$ cat src/rtl/regfile_wb_arbiter.sv
// Round-robin arbiter sharing the register-file write port among NREQ writeback requesters.
// Grant is combinational (0 cycles); the granted write reaches the register file one cycle later.
module regfile_wb_arbiter #(
    parameter int NREQ = 3,
    parameter int XLEN = 64,
    parameter int CNTW = 16
) (
    input  logic                      clk,
    input  logic                      rst,
    input  logic [NREQ-1:0]           req_valid,
    input  logic [5*NREQ-1:0]         req_rd,
    input  logic [XLEN*NREQ-1:0]      req_data,
    output logic [NREQ-1:0]           req_ready,
    output logic                      RegWrite,
    output logic [4:0]                WriteReg,
    output logic [XLEN-1:0]           WriteData,
    output logic [$clog2(NREQ)-1:0]   grant_id,
    output logic                      wb_stall,
    output logic [CNTW-1:0]           stall_cnt
);
    localparam int IDW = $clog2(NREQ);

    logic [IDW-1:0]  rr_ptr;
    logic [IDW-1:0]  gnt;
    logic [IDW-1:0]  idx;
    logic [IDW-1:0]  next_ptr;
    logic [IDW:0]    sum;
    logic            found;
    logic [4:0]      rd_arr   [NREQ];
    logic [XLEN-1:0] data_arr [NREQ];

    for (genvar i = 0; i < NREQ; i++) begin : g_unpack
        assign rd_arr[i]   = req_rd[5*i +: 5];
        assign data_arr[i] = req_data[XLEN*i +: XLEN];
    end

    // Search starts at rr_ptr and wraps modulo NREQ; first valid requester wins.
    always_comb begin
        req_ready = '0;
        gnt       = '0;
        found     = 1'b0;
        sum       = '0;
        idx       = '0;
        for (int k = 0; k < NREQ; k++) begin
            sum = {1'b0, rr_ptr} + (IDW+1)'(k);
            if (sum >= (IDW+1)'(NREQ)) begin
                sum = sum - (IDW+1)'(NREQ);
            end
            idx = sum[IDW-1:0];
            if (!found && req_valid[idx]) begin
                found          = 1'b1;
                gnt            = idx;
                req_ready[idx] = 1'b1;
            end
        end
    end

    assign wb_stall = |(req_valid & ~req_ready);
    assign next_ptr = (gnt == IDW'(NREQ-1)) ? '0 : gnt + IDW'(1);

    always_ff @(posedge clk or posedge rst) begin
        if (rst) begin
            rr_ptr    <= '0;
            RegWrite  <= 1'b0;
            WriteReg  <= '0;
            WriteData <= '0;
            grant_id  <= '0;
            stall_cnt <= '0;
        end else begin
            // x0 writes still complete the handshake but never pulse the write enable.
            RegWrite <= found && (rd_arr[gnt] != 5'd0);
            if (found) begin
                rr_ptr    <= next_ptr;
                grant_id  <= gnt;
                WriteReg  <= rd_arr[gnt];
                WriteData <= data_arr[gnt];
            end
            if (wb_stall && (stall_cnt != '1)) begin
                stall_cnt <= stall_cnt + CNTW'(1);
            end
        end
    end
endmodule

$ cat config.mk
export PLATFORM = sky130hd
export DESIGN_NAME = regfile_wb_arbiter
export DESIGN_NICKNAME = d
export VERILOG_FILES = /design/src/rtl/regfile_wb_arbiter.sv
export SDC_FILE = /design/constraint.sdc
export NUM_CORES = 1
export LEC_CHECK = 0
export CAP_MARGIN = 20
export CORE_ASPECT_RATIO = 1.2
export CORE_MARGIN = 2
export CORE_UTILIZATION = 35
export CTS_CLUSTER_DIAMETER = 50
export DETAILED_ROUTE_END_ITERATION = 16
export HOLD_SLACK_MARGIN = 0.1
export PLACE_DENSITY = 0.78
export SYNTH_ARGS = -nofsm -noshare
export SYNTH_HDL_FRONTEND = slang
export SYNTH_SLANG_ARGS = --single-unit
$ cat constraint.sdc
create_clock -name clk -period 3.3 [get_ports clk]
set_clock_uncertainty 0.05 [all_clocks]
set_input_delay 0.495 -clock clk [delete_from_list [all_inputs] [get_ports clk]]
set_output_delay 0.495 -clock clk [all_outputs]
set_load 0.005 [all_outputs]
; ---- Yosys cells after proc, flatten, opt, wreduce, memory -nomap -nowiden
; Cells that the tools add are included.
[totals]
reg_bits = 90
latch_bits = 0
ramBits = 0
romBits = 0
inputBits = 212
out_inout_bits = 92
n_memories = 0
[classes]
addsub = 7
mul = 0
n_div = 0
order_cmp = 10
eq_ne = 2
shifts = 0
muxes = 31
bitwise = 5
n_reduce_logical = 11
[ops]
columns = operator, n
row1 = binary-select mux 64 bit (select 2 bit), 1
row2 = 2-to-1 mux 64 bit, 2
row3 = adder 16 x 1 -> 16 bit (second input constant), 1
row4 = != test 16 bit (second input constant), 1
row5 = 2-to-1 mux 2 bit, 7
row6 = binary-select mux 5 bit (select 2 bit), 1
row7 = 2-to-1 mux 5 bit, 2
row8 = < comparator 2 x 3 -> 1 bit (second input constant), 3
row9 = 2-to-1 mux 1 bit, 9
row10 = 2-to-1 mux 3 bit, 3
row11 = logical AND 1 bit, 7
row12 = binary-select mux 1 bit (select 2 bit), 3
row13 = demux 1 bit (select 2 bit), 3
row14 = greater-or-equal comparator 2 x 1 -> 1 bit (second input constant), 3
row15 = greater-or-equal comparator 3 x 2 -> 1 bit (second input constant), 2
row16 = OR 3 bit, 2
row17 = subtractor 2 bit (second input constant), 3
row18 = nonzero test 5 bit, 1
row19 = adder 2 x 1 -> 3 bit (second input constant), 1
row20 = adder 2 x 2 -> 3 bit (second input constant), 1
row21 = bitwise AND 3 bit, 1
row22 = greater-or-equal comparator 3 bit (second input constant), 1
row23 = inverter 2 -> 3 bit, 1
row24 = inverter 3 bit, 1
row25 = 5 further kinds, 6

; ---- Longest topological paths before layout
[logic_depth]
word_depth = 17
mapped_depth = 13

; ---- Least setup slack after synthesis
; Ideal clock, no wire load.
[synth_timing]
kind = reg-to-output
start = register rr_ptr[0]
end = output wb_stall
arrival_ns = 1.826
setup_slack_ns = 0.929
path_stages_with_launch = 10
n_path_buf = 1
path_cell_list = dfrtp_1 -> inv_1 -> ha_1 -> and2b_1 -> o2bb2ai_2 -> nand3b_1 -> nand4_1 -> and3_1 -> inv_2 -> buf_2
[synth_via]
elab_chain_cells = 14
elab_cells_between_ends = 46
cone_classes = add/sub (5) / order compare (9) / mux (20) / bitwise (4) / reduce/logical (8)
[synth_lines]
columns = element, line_no
row1 = from (decl), 23  ; logic [IDW-1:0] rr_ptr;
row2 = from (signal assigned), 73  ; rr_ptr <= next_ptr;
row3 = adder 2 x 1 -> 3 bit (tied with other cells), 45  ; sum = {1'b0, rr_ptr} + (IDW+1)'(k);
row4 = greater-or-equal comparator 3 x 2 -> 1 bit (tied with other cells), 46  ; if (sum >= (IDW+1)'(NREQ)) begin
row5 = 2-to-1 mux 2 bit (tied with other cells), 46
row6 = < comparator 2 x 3 -> 1 bit (not written as such) (tied with other cells), 53  ; req_ready[idx] = 1'b1;
row7 = logical AND 1 bit (not written as such) (tied with other cells), 53
row8 = 2-to-1 mux 1 bit (not written as such) (tied with other cells), 53
row9 = demux 1 bit (select 2 bit) (tied with other cells), 53
row10 = OR 3 bit (no line) or 2-to-1 mux 1 bit (tied branches), -
row11 = 2-to-1 mux 3 bit or logical NOT 1 bit (tied branches), 50  ; if (!found && req_valid[idx]) begin
row12 = OR 3 bit (no line) or logical AND 1 bit (tied branches), -
row13 = 2-to-1 mux 3 bit (*), 50
row14 = inverter 3 bit (*), 58  ; assign wb_stall = |(req_valid & ~req_ready);
row15 = bitwise AND 3 bit (*), 58
row16 = OR reduction 3 bit (*), 58
row17 = to (decl), 18  ; output logic wb_stall,
; Mark *: on every way between the ends. The rest lies on a longest branch, timed or not. The select of a mux whose other input is x is not followed.

; ---- Worst setup path in the final report
[layout_timing]
start = input req_valid[2]
end = output wb_stall
[layout_via]
elab_chain_cells = 12
elab_cells_between_ends = 20
cone_classes = mux (11) / bitwise (4) / reduce/logical (5)
[layout_lines]
columns = element, line_no
row1 = from (decl), 10  ; input logic [NREQ-1:0] req_valid,
row2 = binary-select mux 1 bit (select 2 bit), 50
row3 = 2-to-1 mux 1 bit (not written as such), 50
row4 = 2-to-1 mux 1 bit, 50
row5 = logical NOT 1 bit, 50
row6 = logical AND 1 bit, 50
row7 = 2-to-1 mux 1 bit, 50
row8 = logical NOT 1 bit, 50
row9 = logical AND 1 bit, 50
row10 = 2-to-1 mux 3 bit, 50
row11 = inverter 3 bit, 58
row12 = bitwise AND 3 bit (*), 58
row13 = OR reduction 3 bit (*), 58
; Marked as above.

==> flow_summary_export.csv <==
group,metric,value,unit
outcome,outcome,"complete, no violations",
die,rows,47,
synthesis,synth_fa_ha_area_share,1.276,%
synthesis,syn-instance-count,533,
worst_setup_path,path_cells,"clkdlybuf4s50_1, mux2i_1, o2bb2ai_2, nand3b_1, nand4_1, and3_1, inv_2, clkdlybuf4s50_1",
layout,diodes,0,
min_path,hold_path.class,"reg2reg",
detailed_routing,avgRoutedWirePerCell,17.84,µm
global_route,use_met2,40.10,%
global_route,grt_antenna_before_repair,0,
worst_setup_path,worstPathArrival,2600,ps
detailed_routing,vias,5410,
clocking,postCtsSetupRepairBufs,0,
worst_setup_path,worstSetupEndpointType,"primary output",
sta,hold_viol_final,0,
die,initial_utilization,35.62,%
synthesis,synth_flop_cell,"dfrtp_1",
global_route,grt_pass1_wl,27360,µm
global_route,grt_max_degree,63,
synthesis,synth_cell_types,52,
clocking,holdBufCountCts,0,
global_route,grtUsageTotal,22.86,%
synthesis,synthSimpleGateAreaFrac,18.89,%
worst_setup_path,critPathLaunchType,"primary input",
synthesis,ys_ff_latch,90,
synthesis,synth_top_family_by_area,"compound AO/OA/AOI/OAI gates",
die,die_w,112.0,µm
synthesis,synth_fp_nets,750,
sta,min_period,3147,ps
run,maxCapViolations,0,
clocking,cts.clk_slew.worst_paths,60,ps
min_path,whs_endpoint,"grant_id[0]",
min_path,holdPathStages,2,
worst_setup_path,cp_common_cell,"clkdlybuf4s50_1",
die,die_y,133.6,µm
layout,syn2layout_area_growth,72.20,%
global_route,grt-ovfl-total,0,
clocking,clkSinkCount,90,
clocking,clockBufferDepth,2,
worst_setup_path,reg2reg_depth,10,
global_route,grt_busiest_layer,"met2",
synthesis,synth_edf_count,0,
sta,relSlewSlack,61.35,%
synthesis,synth-compound-area-share,24.23,%
synthesis,yosys-top-cells-count,"dfrtp_1 (90), nand2_1 (77), a21oi_1 (48)",
worst_setup_path,critPathMaxStageDelay,620,ps
worst_setup_path,cp_top_family,"buffers and inverters",
worst_setup_path,startpoint,"req_valid[2]",
synthesis,synth_area_leader_cell,"dfrtp_1",
placement,place_hpwl,13440,µm
worst_setup_path,crit_required,2750,ps
clocking,worstSkewPairLatency,340,ps
die,coreArea,0.01376,mm²
sta,fmax,317.7,MHz
detailed_routing,drtIter0Drc,267,
sta,worst_pin_slew,579.7,ps
worst_setup_path,cp_num_buf_inv,3,
detailed_routing,route.detailed.drc,0,
die,ios,304,
min_path,hp-start,"grant_id[0]",
detailed_routing,viasPerCell,5.459,
global_route,grt_util_met3,6.870,%
global_route,first_global_vias,5431,
placement,gp_congestion,0.8607,
synthesis,synth_mux_area_share,1.123,%
synthesis,synth-seq-area-share,45.95,%
sta,fin_crit_sh,95.37,%
synthesis,synth.avg_cell_area,9.195,µm²
clocking,h-tree-depth,3,
clocking,cts_tree,"yes",
worst_setup_path,crit_path_top_delay_cell,"clkdlybuf4s50_1",
clocking,root_buffer,"clkbuf_16",
synthesis,synth_xor_area_share,2.681,%
die,dieArea,0.01497,mm²
worst_setup_path,reg2reg_from,"rr_ptr[1]",
synthesis,synth.most_common_cell,"dfrtp_1",
sta,tns,0,ps
synthesis,async_flop_share,100.0,%
sta,setup_viol,0,
power_and_ir_drop,p_leak,0.003403,µW
power_and_ir_drop,cellPowerDensity,945.4,mW/mm²
worst_setup_path,critPathKind,"in2out",
sta,rsz0062_at_grt,"false",
detailed_routing,drt_wl_total,17680,µm
synthesis,synth.area.top_cells,"dfrtp_1 (46%), a221o_1 (8.0%), nand2_1 (5.9%)",
layout,drive_gt1_share,6.463,%
layout,fin_nets,1032,
sta,drv_slew,0,
global_route,grt.met1_usage,25.62,%
power_and_ir_drop,ir_drop,0.4937,mV
clocking,post_cts_resized,0,
detailed_routing,ant_nets,0,
synthesis,yosysWarnings,0,
synthesis,synth_top_cell_area_share,45.95,%
power_and_ir_drop,fin_total_pwr,7979,µW
placement,io_buffers,303,
synthesis,netlist_area,0.004901,mm²
detailed_routing,dr.pass1.iters,5,
worst_setup_path,worstPathMaxFanout,8,
worst_setup_path,ff2ff_setup_slack,700,ps
worst_setup_path,r2r-end,"RegWrite",
clocking,cts_buffers,9,
-- power by group --
group | internal (µW) | total [µW] | switching (µW)
combinational | 2500 | 4820 | 2330
sequential | 1670 | 2010 | 340
clock | 694 | 1140 | 450
-- cells in the final DEF, fill, tap and decap left out, types with 4 or more instances in the layout --
cell type        count
and3_1               6
nand4_1             11
buf_4               13
xnor2_1             12
a22oi_1             27
a31oi_1             29
dfrtp_1             90
inv_1                9
nor2_1              35
o21ai_0              6
mux2i_1              4
nand2_1             77
a21oi_1             48
a221o_1             39
clkbuf_16            9
clkdlybuf4s50_1    303
nand3_1             42
buf_12               4
-- worst register-to-register path, cell delays in order, from the launching register on --
cell and delay (ps):
dfrtp_1 420, inv_1 110, ha_2 250, and2b_1 220
nor3_2 270, o2bb2ai_2 110, and2_2 290, nor2_4 280
buf_12 200, a21oi_1 110, a41oi_1 210
-- through the flow --
| stage | area, µm² | hold slack (ps) | setup slack, ps | instances | util [%] |
|---|---|---|---|---|---|
| global placement | 8090 | 412.4 | 177.4 | 975 | 58.79 |
| CTS | 8424 | 427.9 | 70.11 | 991 | 61.22 |
| floorplan | 4901 | 420.6 | 419.7 | 533 | - |
| detailed placement | 8090 | 412.4 | 124.1 | 975 | 58.79 |
| finish | 8439 | 425.0 | 152.8 | 991 | 61.33 |
| global route | 8439 | 462.1 | 8.342 | 991 | 61.33 |
-- layout make-up --
class,instances,area (µm²)
multi-input cells,383,2385
well taps,171,214.0
inverters,11,43.79
clock inverters,6,95.09
clock buffers,10,239.0
repair buffers,320,3211
flip-flops and latches,90,2252
fillers,1153,5321
-- worst max path at each step --
stage	cells after the start	to	slack [ps]
after global routing	9	wb_stall	8
after global placement	8	wb_stall	180
after CTS	9	wb_stall	70
final	8	wb_stall	150
after detailed placement	8	wb_stall	120
after floorplan	1	RegWrite	420
-- routing by layer --
layer  up-vias  wire, µm  share of wire [%]
li1       2534         -                  -
met1      2557      6712                 38
met2       275      8781                 50
met3        44      1525                8.6
met4         0       664                3.8
met5         -         0                  0
-- state kept, by name, summed over array words and instances (netlist names) --
| signal | cells |
|---|---|
| WriteData | 64 |
| stall_cnt | 16 |
| WriteReg | 5 |
| grant_id | 2 |
| rr_ptr | 2 |
| RegWrite | 1 |
-- kinds of logic (layout without fill, tap and decap cells) --
| kind of cell | count (synthesis) | after routing |
|---|---|---|
| AOI/OAI and AO/OA | 163 | 163 |
| muxes | 5 | 5 |
| adders and majority gates | 5 | 5 |
| xor gates and xnor gates | 15 | 15 |
| and+or+nand+nor | 195 | 195 |
| DFF | 90 | 90 |
| buffers and inverters | 60 | 347 |
Note: power is estimated with default switching activity, not from simulation.
